<file path="config.mk">
export PLATFORM = sky130hd
export DESIGN_NAME = vex_stage
export DESIGN_NICKNAME = d
export VERILOG_FILES = /design/src/rtl/vp_pkg.sv /design/src/rtl/vex_stage_lane_alu.sv /design/src/rtl/vex_stage.sv
export SDC_FILE = /design/constraint.sdc
export NUM_CORES = 2
export LEC_CHECK = 0
export CORE_ASPECT_RATIO = 1.75
export CORE_UTILIZATION = 35
export CTS_CLUSTER_SIZE = 8
export DETAILED_ROUTE_END_ITERATION = 6
export DONT_BUFFER_PORTS = 1
export PLACE_DENSITY = 0.57
export RECOVER_POWER = 50
export SYNTH_ARGS = -nofsm -noshare
export SYNTH_HDL_FRONTEND = slang
export SYNTH_SLANG_ARGS = --single-unit
</file>
<file path="constraint.sdc">
create_clock -name clk -period 31.2 [get_ports clk]
set_input_delay 9.36 -clock clk [delete_from_list [all_inputs] [get_ports clk]]
set_output_delay 9.36 -clock clk [all_outputs]
set_load 0.1 [all_outputs]
</file>
<file path="src/rtl/vp_pkg.sv">
// Shared types for the vector pipeline: ALU opcode encoding, default geometry
// and the execute-stage FSM state.
package vp_pkg;

    localparam int LANES_DEF  = 4;
    localparam int LANE_W_DEF = 32;

    typedef enum logic [2:0] {
        OP_ADD = 3'b000,
        OP_SUB = 3'b001,
        OP_AND = 3'b010,
        OP_OR  = 3'b011,
        OP_XOR = 3'b100,
        OP_SLL = 3'b101,
        OP_SRL = 3'b110,
        OP_MUL = 3'b111
    } alu_op_e;

    typedef enum logic {
        ST_IDLE = 1'b0,
        ST_RUN  = 1'b1
    } vex_state_e;

endpackage

</file>
<file path="src/rtl/vex_stage_lane_alu.sv">
// Combinational lane ALU shared by the scalar path and every vector lane.
// Define VEX_MUL_EN to build the multiplier; otherwise opcode MUL yields 0.
module lane_alu
    import vp_pkg::*;
#(
    parameter int W = LANE_W_DEF
) (
    input  logic [W-1:0] a,
    input  logic [W-1:0] b,
    input  alu_op_e      op,
    output logic [W-1:0] y
);

    always_comb begin
        y = '0;
        case (op)
            OP_ADD: y = a + b;
            OP_SUB: y = a - b;
            OP_AND: y = a & b;
            OP_OR:  y = a | b;
            OP_XOR: y = a ^ b;
            OP_SLL: y = a << b[4:0];
            OP_SRL: y = a >> b[4:0];
            OP_MUL: begin
`ifdef VEX_MUL_EN
                y = a * b;
`else
                y = '0;
`endif
            end
            default: y = '0;
        endcase
    end

endmodule

</file>
<file path="src/rtl/vex_stage.sv">
// Execute stage: one-cycle scalar ops, vector ops one lane per cycle through a
// single lane_alu. Optional multiplier is enabled by defining VEX_MUL_EN.
module vex_stage
    import vp_pkg::*;
#(
    parameter int LANES  = LANES_DEF,
    parameter int LANE_W = LANE_W_DEF
) (
    input  logic                    clk,
    input  logic                    rst,
    input  logic                    regw_E,
    input  logic                    memw_E,
    input  logic                    regmem_E,
    input  logic                    ALUope_E,
    input  logic                    vec_E,
    input  logic [2:0]              ALUctrl_E,
    input  logic [3:0]              regScr_E,
    input  logic [LANE_W-1:0]       regA_E,
    input  logic [LANE_W-1:0]       regB_E,
    input  logic [LANE_W-1:0]       inm_E,
    input  logic [LANES*LANE_W-1:0] regVA_E,
    input  logic [LANES*LANE_W-1:0] regVB_E,
    output logic                    stall_E,
    output logic                    regw_M,
    output logic                    memw_M,
    output logic                    regmem_M,
    output logic                    vec_M,
    output logic [3:0]              regDst_M,
    output logic [LANE_W-1:0]       aluRes_M,
    output logic [LANES*LANE_W-1:0] vecRes_M,
    output logic [LANE_W-1:0]       wdata_M,
    output vex_state_e              state_dbg
);

    localparam int VW = LANES * LANE_W;
    localparam int CW = (LANES > 1) ? $clog2(LANES) : 1;
    localparam logic [CW-1:0] LAST = CW'(LANES - 1);

    vex_state_e        state, state_nxt;
    logic [CW-1:0]     cnt;
    logic [VW-1:0]     va_q, vb_q, res_buf, vec_done;
    alu_op_e           op_q;
    logic              regw_q, memw_q, regmem_q;
    logic [3:0]        dst_q;
    logic [LANE_W-1:0] alu_a, alu_b, alu_y;
    alu_op_e           alu_op;
    logic              start, last_lane;

    assign state_dbg = state;
    assign start     = (state == ST_IDLE) && vec_E;
    assign last_lane = (state == ST_RUN) && (cnt == LAST);

    // Operand mux: latched lane in RUN, lane 0 of the live inputs on a vector
    // start, scalar operands otherwise. Broadcast is already folded into vb_q.
    always_comb begin
        alu_a  = regA_E;
        alu_b  = ALUope_E ? inm_E : regB_E;
        alu_op = alu_op_e'(ALUctrl_E);
        if (state == ST_RUN) begin
            alu_a  = va_q[cnt*LANE_W +: LANE_W];
            alu_b  = vb_q[cnt*LANE_W +: LANE_W];
            alu_op = op_q;
        end else if (vec_E) begin
            alu_a = regVA_E[LANE_W-1:0];
            alu_b = ALUope_E ? inm_E : regVB_E[LANE_W-1:0];
        end
    end

    lane_alu #(.W(LANE_W)) u_lane_alu (
        .a  (alu_a),
        .b  (alu_b),
        .op (alu_op),
        .y  (alu_y)
    );

    always_comb begin
        vec_done = res_buf;
        vec_done[cnt*LANE_W +: LANE_W] = alu_y;
    end

    always_ff @(posedge clk or posedge rst) begin
        if (rst) state <= ST_IDLE;
        else     state <= state_nxt;
    end

    always_comb begin
        state_nxt = state;
        stall_E   = 1'b0;
        case (state)
            ST_IDLE: begin
                if (vec_E) begin
                    state_nxt = ST_RUN;
                    stall_E   = 1'b1;
                end
            end
            ST_RUN: begin
                if (cnt == LAST) state_nxt = ST_IDLE;
                else             stall_E   = 1'b1;
            end
            default: state_nxt = ST_IDLE;
        endcase
        if (rst) stall_E = 1'b0;
    end

    always_ff @(posedge clk or posedge rst) begin
        if (rst) begin
            cnt      <= '0;
            va_q     <= '0;
            vb_q     <= '0;
            res_buf  <= '0;
            op_q     <= OP_ADD;
            regw_q   <= 1'b0;
            memw_q   <= 1'b0;
            regmem_q <= 1'b0;
            dst_q    <= '0;
        end else if (start) begin
            va_q     <= regVA_E;
            vb_q     <= ALUope_E ? {LANES{inm_E}} : regVB_E;
            op_q     <= alu_op_e'(ALUctrl_E);
            regw_q   <= regw_E;
            memw_q   <= memw_E;
            regmem_q <= regmem_E;
            dst_q    <= regScr_E;
            res_buf[LANE_W-1:0] <= alu_y;
            cnt      <= CW'(1);
        end else if (state == ST_RUN) begin
            res_buf[cnt*LANE_W +: LANE_W] <= alu_y;
            cnt <= last_lane ? '0 : cnt + 1'b1;
        end
    end

    // Bubbles while stalled; data outputs keep their last values.
    always_ff @(posedge clk or posedge rst) begin
        if (rst) begin
            regw_M   <= 1'b0;
            memw_M   <= 1'b0;
            regmem_M <= 1'b0;
            vec_M    <= 1'b0;
            regDst_M <= '0;
            aluRes_M <= '0;
            vecRes_M <= '0;
            wdata_M  <= '0;
        end else if (stall_E) begin
            regw_M   <= 1'b0;
            memw_M   <= 1'b0;
            regmem_M <= 1'b0;
            vec_M    <= 1'b0;
        end else if (last_lane) begin
            regw_M   <= regw_q;
            memw_M   <= memw_q;
            regmem_M <= regmem_q;
            vec_M    <= 1'b1;
            regDst_M <= dst_q;
            vecRes_M <= vec_done;
        end else begin
            regw_M   <= regw_E;
            memw_M   <= memw_E;
            regmem_M <= regmem_E;
            vec_M    <= 1'b0;
            regDst_M <= regScr_E;
            aluRes_M <= alu_y;
            wdata_M  <= regB_E;
        end
    end

endmodule

</file>
* After elaboration in Yosys (flattened, before gate mapping)
Index checks and enable logic that the tools add are counted.
** Operators by class
- Bitwise operators :: 7
- Reduce and logical (&&, ||, !) cells :: 7
- Shift operators :: 6
- Add/subtract/negate cells :: 4
- Muxes and demuxes :: 28
- Eq/ne operators :: 8
** Operator list (number)
- 2-to-1 mux 32 bit :: 8
- case mux 32 bit (8 select lines) :: 1
- variable part select 128 x 8 -> 32 bit :: 2
- bitwise mux 128 bit :: 1
- 2-to-1 mux 128 bit :: 1
- variable shift 32 x 34 -> 128 bit, first input constant :: 1
- variable part select 32 x 34 -> 128 bit :: 1
- negator 7 -> 34 bit :: 1
- adder 32 bit :: 1
- AND 32 bit :: 1
- bitwise OR 32 bit :: 1
- left shift 32 x 5 -> 32 bit :: 1
- >> shifter 32 x 5 -> 32 bit :: 1
- subtractor 32 bit :: 1
- XOR 32 bit :: 1
- equality test 3 bit, second input constant :: 4
- 2-to-1 mux 1 bit :: 11
- equality test 3 x 2 -> 1 bit, second input constant :: 2
- 2-to-1 mux 2 bit :: 3
- AND reduction 2 bit :: 3
- 2-to-1 mux 4 bit :: 1
- inverter 1 bit :: 4
- equality test 3 x 1 -> 1 bit, second input constant :: 1
- zero test 3 bit :: 1
- 6 further kinds :: 7
** Word-level totals
- Word-level logic and storage cells :: 79
- Input bits :: 366
- Register bits after elaboration :: 597

* Longest topological paths before layout
- Depth in word-level cells :: 9
- Depth in mapped cells :: 29
- Mapped depth without buffers :: 22

* By module
Synthesis repeated with hierarchy kept, for this count alone.
** Second synthesis, totals
- Cells, all modules :: 3570
- Area, all modules :: 35058.6 um^2
** Modules (own cells, without submodules)
- vex_stage :: instances 1, area an instance 27132.3 um^2, cells an instance 2476
- lane_alu :: instances 1, area an instance 7926.4 um^2, cells an instance 1094

* Worst setup path before layout
No wires, ideal clock.
- Kind :: input port to output port
- Start :: in vec_E
- End :: out stall_E
- Path slack :: 9360 ps
- Path buffers :: 4
- Stages on the path :: 6
- Data arrival time :: 12480 ps
- Cell sequence :: buf_6 -> buf_12 -> buf_8 -> buf_2 -> nor2_1 -> nor3_1
** Between the ends
- Cells in the longest elaborated chain, start to end :: 3
** Ends and longest elaborated chain
- from (decl) :: RTL line vex_stage.sv:15 : input logic vec_E,
- 2-to-1 mux 1 bit :: RTL line vex_stage.sv:91 : if (vec_E) begin
- case mux 1 bit (2 select lines) :: RTL line vex_stage.sv:89 : case (state)
- 2-to-1 mux 1 bit :: RTL line vex_stage.sv:102 : if (rst) stall_E = 1'b0;
- to (decl) :: RTL line vex_stage.sv:23 : output logic stall_E,
No other way between the ends.

* Worst setup path in the final report
Same ends and word-level chain as after synthesis.

==> flow_summary_export.csv <==
group,metric,value,unit
die,dieWidth,241,um
clock_network,clockBufferDepth,3,
die,ios,568,
placed_design,dp_hpwl,100,mm
sta,maxSlewViolCount,759,
global_route,grtUsageTotal,27.5,%
sta,fin_skew,0.0253,ns
critical_path,crit_type,"input pin to primary output",
critical_path,cp_top_family,"simple AND/OR/NAND/NOR gates",
final_layout,num-nets-final,4308,
logic_synthesis,yosysWarnings,0,
global_route,grt_overflow_total,0,
sta,finalCritPeriodShare,65.1,%
logic_synthesis,yosysUniqueCellTypes,93,
die,initial_core_util,35.5,%
clock_network,cts_tree,"yes",
sta,slew_headroom,-448,%
clock_network,cts_resized,0,
critical_path,end_kind,"primary output",
drt,wl_met2,70.5,mm
critical_path,arrival,10.96,ns
logic_synthesis,synth-async-reset-ratio,100,%
drt,drt_iter0_drc,2227,
min_path,hold_path_class,"flop to flop",
logic_synthesis,syn_area_per_cell,8.85,um2
drt,route.detailed.drc,1,
status,violations,"design-rule violations, max-capacitance violations, max-slew violations",
sta,final_hold_viol_count,0,
drt,ant_nets,0,
logic_synthesis,synth_flop_cell,"dfrtp_1",
drt,wl_met3,9.47,mm
clock_network,path_clk_slew,0.05,ns
placed_design,portBuffers,0,
sta,final.min_clock_period,20.32,ns
global_route,grt_pass1_vias,29500,
final_layout,syn_to_final_growth,9.48,%
clock_network,numCtsBuffers,85,
die,core_area,0.0983,mm2
critical_path,critPathSlowestCell,"nor3_1",
critical_path,cp_num_buf_inv,1,
logic_synthesis,synth_edf_count,0,
drt,vias,29600,
sta,worstMarginPinSlew,8.21,ns
critical_path,required,21.84,ns
clock_network,post_cts_buffers,0,
run,maxCapViolCount,9,
drt,vias_per_cell,5.73,
drt,top_layer,"met5",
logic_synthesis,synth_cells,3941,
critical_path,path_max_fanout,74,
drt,wl_per_cell,27.2,um
clock_network,postCtsHoldBufs,0,
sta,setup_tns,0,ns
global_route,grt_pass1_wl,202,mm
global_route,grt_max_degree,155,
global_route,antenna_found_initial,7,
critical_path,max_stage_delay,1.04,ns
critical_path,crit_path_start_kind,"input pin",
logic_synthesis,ys_ff_latch,597,
placed_design,gp_congestion,1.01,
die,num_rows,152,
final_layout,drive_above_1_share,9.53,%
sta,rsz0062_at_grt,"false",
clock_network,cts_num_sinks,597,
drt,wl,141,mm
clock_network,cts_max_level,3,
status,outcome,"finished with violations",
sta,setup_violations,0,
die,dieArea,0.101,mm2
critical_path,path_cells,"nor2_1 > nor3_1 > clkbuf_16",
clock_network,clk_latency,0.68,ns
drt,dr.pass1.iters,7,
clock_network,clockRootBuffer,"clkbuf_16",
logic_synthesis,ys_seq_area_share,42.8,%
sta,fmax,0.0492,GHz
die,fp.dieH,420,um
logic_synthesis,syn_nets,4410,
logic_synthesis,netlist_area,0.0349,mm2
drt,wl_met1,52.8,mm
[state kept, by name (all words and copies together) (netlist names), 2 cells and up]
signal	count
vb_q	128
op_q	3
res_buf	128
va_q	128
regDst_M	4
cnt	2
aluRes_M	32
wdata_M	32
dst_q	4
vecRes_M	128
[metal layers]
metal	up-vias	track usage, %
met2	1200	47.9
met5	-	0
met3	304	5.91
met1	14500	31.0
li1	13600	-
met4	2	14.8
[cells by family (layout without fill, tap and decap cells)]
group | after synthesis | in the layout | synth area share [%]
multiplexers | 336 | 336 | 10.5
other | 0 | 6 | 0
buffers and inverters | 360 | 271 | 4.98
XOR/XNOR | 56 | 56 | 1.41
AO/OA/AOI/OAI | 1093 | 1093 | 19.9
AND/OR/NAND/NOR | 1396 | 1396 | 16.7
adder cells (fa/ha/maj) | 103 | 103 | 3.72
flip-flops | 597 | 597 | 42.8
[placed cells by master, fill, tap and decap left out, types with 32 or more instances in the layout]
cell type	instances
mux2_2	70
a22oi_1	35
o21ai_0	269
a31oi_1	122
buf_4	83
inv_1	73
a21oi_1	243
nand2_1	918
ha_1	102
mux2i_1	234
o22ai_1	76
o21a_1	32
dfrtp_1	596
nor2_1	237
clkbuf_16	87
o31ai_1	54
o211ai_1	35
and3_1	117
xnor2_1	42
[cells in the mapped netlist, types with 30 or more instances]
cell      instances  area, um2
nand2_1         925       3470
dfrtp_1         597      14900
o21ai_0         269       1350
a21oi_1         249       1250
nor2_1          240        901
mux2i_1         235       2350
clkbuf_1        181        679
a31oi_1         122        763
and3_1          117        732
ha_1            102       1280
inv_1            76        285
o22ai_1          76        475
mux2_2           70        788
o31ai_1          54        405
xnor2_1          42        368
a22oi_1          35        263
o211ai_1         35        263
buf_2            34        170
o21a_1           33        248
a211oi_1         30        225
[worst paths after layout]
kind	startpoint	end	slack, ns	depth (start not counted)
max	vec_E	stall_E	10.88	3
min	va_q[27]	va_q[27]	0.46	2
max reg2reg	state_dbg	vb_q[69]	21.17	7
min reg2reg	va_q[27]	va_q[27]	0.46	2
max in group asynchronous	rst	va_q[42]	11.19	4
min in group asynchronous	rst	memw_M	10.09	1
[worst min-delay path, delay by kind of cell, from the launching register on]
kind             cells  cell delay (ns)
flip-flops           1             0.33
AND/OR/NAND/NOR      2             0.10
[cell type report]
class / count / area, um2
Sequential cell: 597 / 14900
Antenna cell: 6 / 15.0
Clock buffer: 93 / 2210
Inverter: 81 / 308
Fill cell: 10100 / 60100
Multi-Input combinational cell: 2984 / 18300
Timing Repair Buffer: 90 / 671
Clock inverter: 7 / 105
Tap cell: 1309 / 1640
[per-stage QoR]
stage / setup slack [ns] / cell area (um2) / hold WS [ns] / utilization [%] / instances
after floorplan: 5.13 / 34900 / 0.438 / - / 3941
after global placement: 11.42 / 35900 / 0.451 / 36.5 / 5061
after detailed placement: 11.36 / 35900 / 0.455 / 36.5 / 5061
after CTS: 11.37 / 38200 / 0.467 / 38.9 / 5161
after global routing: 8.84 / 38200 / 0.479 / 38.8 / 5166
final: 10.88 / 38200 / 0.462 / 38.8 / 5167
Power is left out: the tool's default activity adds up to more than one toggle a clock period on the data nets, which glitch-free logic cannot reach.
